--- config.mk ---
export PLATFORM = sky130hd
export DESIGN_NAME = pipe_ctrl
export DESIGN_NICKNAME = d
export VERILOG_FILES = /design/src/rtl/pipe_ctrl.sv
export SDC_FILE = /design/constraint.sdc
export NUM_CORES = 1
export LEC_CHECK = 0
export CORE_MARGIN = 2
export CORE_UTILIZATION = 50
export DETAILED_ROUTE_END_ITERATION = 6
export GPL_TIMING_DRIVEN = 1
export PLACE_DENSITY = 0.86
export SKIP_CTS_REPAIR_TIMING = 1
export SLEW_MARGIN = 0
export SYNTH_ARGS = -nofsm -noshare
export SYNTH_HDL_FRONTEND = slang
export SYNTH_SLANG_ARGS = --single-unit
--- constraint.sdc ---
create_clock -name clk -period 4.32 [get_ports clk]
set_input_delay 0.864 -clock clk [delete_from_list [all_inputs] [get_ports clk]]
set_output_delay 0.864 -clock clk [all_outputs]
set_load 0.05 [all_outputs]
--- src/rtl/pipe_ctrl.sv ---
// Hazard/sequencing controller for the 5-stage RV32 pipe: load-use stalls,
// mispredict flushes, MMIO freeze and IMEM-store refetch.
module pipe_ctrl #(
  parameter int unsigned IO_TIMEOUT = 255,
  parameter int unsigned IMEM_LAT   = 2
) (
  input  logic        clk,
  input  logic        rst,
  input  logic        id_valid,
  input  logic [4:0]  id_rs1,
  input  logic [4:0]  id_rs2,
  input  logic        id_uses_rs1,
  input  logic        id_uses_rs2,
  input  logic        ex_valid,
  input  logic [4:0]  ex_rd,
  input  logic        ex_is_load,
  input  logic        ex_br_mispred,
  input  logic        id_target_taken,
  input  logic        mem_imem_wr,
  input  logic [31:0] mem_pc,
  input  logic        mem_io_req,
  input  logic        mem_io_ready,
  output logic        stall_if,
  output logic        stall_id,
  output logic        bubble_ex,
  output logic        stall_all,
  output logic        flush_if,
  output logic        flush_id,
  output logic        flush_ex,
  output logic        refetch_en,
  output logic [31:0] refetch_pc,
  output logic        io_timeout,
  output logic [31:0] stall_cnt
);

  typedef enum logic [1:0] {RUN, IO_WAIT, IMEM_HOLD} state_e;

  state_e      state_q, state_d;
  logic [7:0]  timer_q, timer_d;
  logic [2:0]  hold_q, hold_d;
  logic [31:0] refetch_pc_q, refetch_pc_d;
  logic [31:0] stall_cnt_q, stall_cnt_d;

  logic hz, io_block;
  logic stall_if_c, stall_id_c, bubble_ex_c, stall_all_c;
  logic flush_if_c, flush_id_c, flush_ex_c, refetch_en_c, io_timeout_c;

  assign hz = id_valid & ex_valid & ex_is_load & (ex_rd != 5'd0) &
              ((id_uses_rs1 & (id_rs1 == ex_rd)) | (id_uses_rs2 & (id_rs2 == ex_rd)));
  assign io_block = mem_io_req & ~mem_io_ready;

  always_comb begin
    state_d      = state_q;
    timer_d      = timer_q;
    hold_d       = hold_q;
    refetch_pc_d = refetch_pc_q;
    stall_if_c   = 1'b0;
    stall_id_c   = 1'b0;
    bubble_ex_c  = 1'b0;
    stall_all_c  = 1'b0;
    flush_if_c   = 1'b0;
    flush_id_c   = 1'b0;
    flush_ex_c   = 1'b0;
    refetch_en_c = 1'b0;
    io_timeout_c = 1'b0;
    case (state_q)
      RUN: begin
        flush_if_c = ex_br_mispred | (id_target_taken & ~hz);
        flush_id_c = ex_br_mispred;
        if (io_block) begin
          stall_all_c = 1'b1;
          timer_d     = 8'd1;
          state_d     = IO_WAIT;
        end else if (mem_imem_wr) begin
          flush_if_c   = 1'b1;
          flush_id_c   = 1'b1;
          flush_ex_c   = 1'b1;
          refetch_pc_d = mem_pc + 32'd4;
          hold_d       = IMEM_LAT[2:0];
          state_d      = IMEM_HOLD;
        end
        // A flush of the younger stages makes the load-use stall moot.
        if (hz & ~ex_br_mispred & ~(mem_imem_wr & ~io_block)) begin
          stall_if_c  = 1'b1;
          stall_id_c  = 1'b1;
          bubble_ex_c = 1'b1;
        end
      end
      IO_WAIT: begin
        if (mem_io_ready) begin
          state_d = RUN;
        end else if (timer_q == IO_TIMEOUT[7:0]) begin
          io_timeout_c = 1'b1;
          state_d      = RUN;
        end else begin
          stall_all_c = 1'b1;
          timer_d     = timer_q + 8'd1;
        end
      end
      IMEM_HOLD: begin
        bubble_ex_c = 1'b1;
        hold_d      = hold_q - 3'd1;
        if (hold_q == 3'd1) begin
          refetch_en_c = 1'b1;
          state_d      = RUN;
        end else begin
          stall_if_c = 1'b1;
        end
      end
      default: state_d = RUN;
    endcase
    stall_cnt_d = stall_cnt_q + {31'd0, stall_if_c | stall_all_c};
  end

  always_ff @(posedge clk or negedge rst) begin
    if (!rst) begin
      state_q      <= RUN;
      timer_q      <= 8'd0;
      hold_q       <= 3'd0;
      refetch_pc_q <= 32'd0;
      stall_cnt_q  <= 32'd0;
    end else begin
      state_q      <= state_d;
      timer_q      <= timer_d;
      hold_q       <= hold_d;
      refetch_pc_q <= refetch_pc_d;
      stall_cnt_q  <= stall_cnt_d;
    end
  end

  // Combinational controls are masked so reset forces every output low at once.
  assign stall_if   = rst & stall_if_c;
  assign stall_id   = rst & stall_id_c;
  assign bubble_ex  = rst & bubble_ex_c;
  assign stall_all  = rst & stall_all_c;
  assign flush_if   = rst & flush_if_c;
  assign flush_id   = rst & flush_id_c;
  assign flush_ex   = rst & flush_ex_c;
  assign refetch_en = rst & refetch_en_c;
  assign io_timeout = rst & io_timeout_c;
  assign refetch_pc = refetch_pc_q;
  assign stall_cnt  = stall_cnt_q;

endmodule

==> metrics.md <==
| Metric | Value |
|---|---|
| Outcome | `complete, no violations` |
| Site row count | `32` |
| EDFF count, synth | `0` |
| Initial antenna violation count | `0` |
| Synth top area share | `a little under half` |
| CTS tree | `yes` |
| Layout Skew | `0.01838 ns` |
| Cells after Synth | `434` |
| Power Density | `568.4 nW/um^2` |
| Drt drc | `0` |
| Die Span X | `94.31 um` |
| Tcrit/Tclk final | `93.17%` |
| Hold path cells | `1` |
| Post-synthesis sequential area ratio | `47.25%` |
| Wire length per cell | `approximately 15 um` |
| Syn_area_per_cell | `9.396 sq um` |
| Routed Antenna Nets | `0` |
| Slew Limit Fails | `0` |
| Hold path startpoint | `stall_cnt[31]` |
| IO Pins | `132` |
| Main synth FF type | `dfrtp_1` |
| Core area | `between 7000 and 8000 sq um` |
| Clock Sinks | `77` |
| 1st-iter DRT viols | `132` |
| Hold path endpoint | `stall_cnt[31]` |
| Routed via count | `3770` |
| Critical path arrival | `3.16 ns` |
| Share of layout cells above drive strength 1 | `5.965%` |
| Maximum level of the CTS H-tree | `3` |
| PortBufs | `131` |
| Synth area leaders | `dfrtp_1 (47%), xor2_1 (7.7%), nand2_1 (4.2%), xnor2_1 (4.1%), nand3_1 (3.3%)` |
| Nets | `630` |
| Fmax | `248.4 MHz` |
| Final instance area | `about 5700 sq um` |
| RD Place Congestion | `0.7999` |
| Area after DPL | `~5500 sq um` |
| CP max-delay cell | `clkdlybuf4s50_1` |
| Starting Density | `between 50% and 60%` |
| Hold Worst Slack | `0.4790 ns` |
| Largest net degree at the start of global routing | `44` |
| Clk_lat worst skew | `0.35 ns` |
| Yosys top cell by area | `dfrtp_1` |
| R2R depth | `12` |
| Total congestion overflow | `0` |
| Yosys warns | `0` |
| Hpwl dp | `roughly 7.6 mm` |
| WS Path Type | `in2out` |
| Setup violations, final | `0` |
| Final WS setup | `0.2949 ns` |
| Slew headroom | `57.38%` |
| Unrepaired setup endpoints after global routing | `false` |
| Syn Nets | `499` |
| Synthesized flop and latch total | `77` |
| Antenna diodes | `0` |
| Crit-path cells | `clkdlybuf4s50_1 > xor2_1 > nor4_1 > a32oi_1 > o21a_1 > clkdlybuf4s50_1` |
| Max stage delay on crit path | `about 0.81 ns` |
| P&R area growth vs syn | `40.50%` |
| Pleak | `2.408 nW` |
| Reg2reg end | `stall_cnt[24]` |
| Netlist Area Pre-Place | `slightly above 4000 sq um` |
| Vias per cell | `5.610` |
| Maxcap violations | `0` |
| Critical Path End Type | `output port` |
| HP Class | `reg2reg` |
| Final Hold Fails | `0` |
| TritonRoute pass-1 iters | `4` |
| Ys async rst share | `100.0%` |
| Post-route minimum period | `4.025 ns` |
| Clock slew at reported path FFs | `roughly 0.080 ns` |
| Total CTS buffers | `9` |
| Root buffer cell | `clkbuf_8` |
| Crit path top cell by count | `clkdlybuf4s50_1` |
| Die area | `8893 sq um` |
| Setup total negative slack | `0 ns` |
| Maximum clock path buffer count | `2` |
| Worst VDD drop | `0.0004174 V` |
| Synth cell types | `43` |
| R2R setup slack | `1.38 ns` |
| Crit start category | `input port` |
| Post-Route WL | `10.05 mm` |
| Worst Path Max Fanout | `5` |
| First-pass GRT wire length | `between 15 and 20 mm` |
| Worst EP required | `around 3.5 ns` |
| Number of global-route vias before repair | `around 3700` |
| Worst-Margin Slew | `about 0.64 ns` |
| Die height | `94.31 um` |
| Reg2reg start | `state_q[0]` |
| GRT Total Usage | `23.67%` |
| Post-Place Setup Slack | `0.4083 ns` |
==> cell usage after synthesis (2+ instances only) <==
| library cell | count |
|---|---|
| a2111oi_0 | 2 |
| a21oi_1 | 5 |
| a31oi_1 | 16 |
| and2_1 | 5 |
| and3_1 | 6 |
| and4_1 | 8 |
| buf_1 | 2 |
| clkbuf_1 | 16 |
| dfrtp_1 | 77 |
| ha_1 | 6 |
| inv_1 | 14 |
| nand2_1 | 46 |
| nand2b_1 | 3 |
| nand3_1 | 27 |
| nand4_1 | 16 |
| nor2_1 | 35 |
| nor3_1 | 14 |
| nor3b_1 | 2 |
| nor4_1 | 6 |
| o211ai_1 | 3 |
| o21a_1 | 2 |
| o21ai_0 | 17 |
| o31ai_1 | 15 |
| or3_1 | 2 |
| or4_1 | 18 |
| xnor2_1 | 19 |
| xor2_1 | 36 |
==> routing by layer <==
metal	track usage, %	vias up	part of all wire [%]
met2	41.25	132	51
met4	5.072	0	0.61
met3	6.661	6	7.4
met1	29.44	1801	41
li1	-	1831	-
met5	0	-	0
==> metrics by stage <==
| step | util [%] | total power, mW | instances |
|---|---|---|---|
| after floorplan | - | 2.066 | 434 |
| after global placement | 70.46 | 2.612 | 656 |
| after detailed placement | 70.46 | 2.648 | 656 |
| after CTS | 73.38 | 3.274 | 672 |
| after global routing | 73.38 | 3.432 | 672 |
| final | 73.38 | 3.256 | 672 |
==> flip-flops by register name, indices dropped and copies added, names as in the netlist <==
| register | cells |
|---|---|
| state_q | 2 |
| stall_cnt | 32 |
| timer_q | 8 |
| hold_q | 3 |
| refetch_pc | 32 |
==> worst max path at each step <==
| stage | from | to | cells after the start | slack [ns] |
|---|---|---|---|---|
| CTS | ex_rd[2] | flush_if | 6 | 0.35 |
| detailed placement | ex_rd[2] | flush_if | 6 | 0.41 |
| global placement | ex_rd[3] | flush_if | 6 | 0.44 |
| finish | ex_rd[1] | flush_if | 6 | 0.29 |
| floorplan | ex_rd[3] | bubble_ex | 4 | 0.32 |
| global route | ex_rd[1] | flush_if | 6 | 0.24 |
==> critical path: cells and delay by family <==
kind,cells,cell delay [ns]
simple gates,1,0.07
buf+inv,2,1.34
xor+xnor,1,0.19
compound gates,2,0.68
==> area by class of cell <==
type	instances	area, sq um
clock buffers	9	123.9
inverters	14	52.55
well taps	102	127.6
flip-flops and latches	77	1927
repair buffers	139	1369
clock inverters	7	103.9
fillers	572	2078
multi-input cells	324	2026
==> cell families (layout without fill, tap and decap cells) <==
kind of cell             after synthesis  after routing  share of synthesized area [%]
AND/OR/NAND/NOR                      194            194                          24.89
flip-flops                            77             77                          47.25
AO/OA/AOI/OAI                         68             68                          10.86
XOR/XNOR                              55             55                          11.81
buffers and inverters                 33            169                          3.068
adder cells (fa/ha/maj)                6              6                          1.841
multiplexers                           1              1                         0.2761
==> report_power, final <==
group	total [mW]	internal (mW)	switching [mW]
clock	0.620	0.334	0.286
combinational	1.56	0.536	1.03
sequential	1.07	0.925	0.149
total	3.26	1.80	1.46
==> cells in the final DEF, fill, tap and decap left out, types with 2 or more instances in the layout <==
cell,netlist,routed
clkdlybuf4s50_1,0,125
dfrtp_1,77,77
nand2_1,46,46
xor2_1,36,36
nor2_1,35,35
nand3_1,27,27
xnor2_1,19,19
or4_1,18,18
o21ai_0,17,17
nand4_1,16,16
a31oi_1,16,16
o31ai_1,15,15
inv_1,14,14
nor3_1,14,14
buf_4,0,13
clkbuf_8,0,9
and4_1,8,8
and3_1,6,6
nor4_1,6,6
ha_1,6,6
and2_1,5,5
a21oi_1,5,5
nand2b_1,3,3
o211ai_1,3,3
inv_6,0,3
nor3b_1,2,2
o21a_1,2,2
or3_1,2,2
a2111oi_0,2,2
clkinv_4,0,2
bufinv_16,0,2
Note: power is estimated with default switching activity, not from simulation.
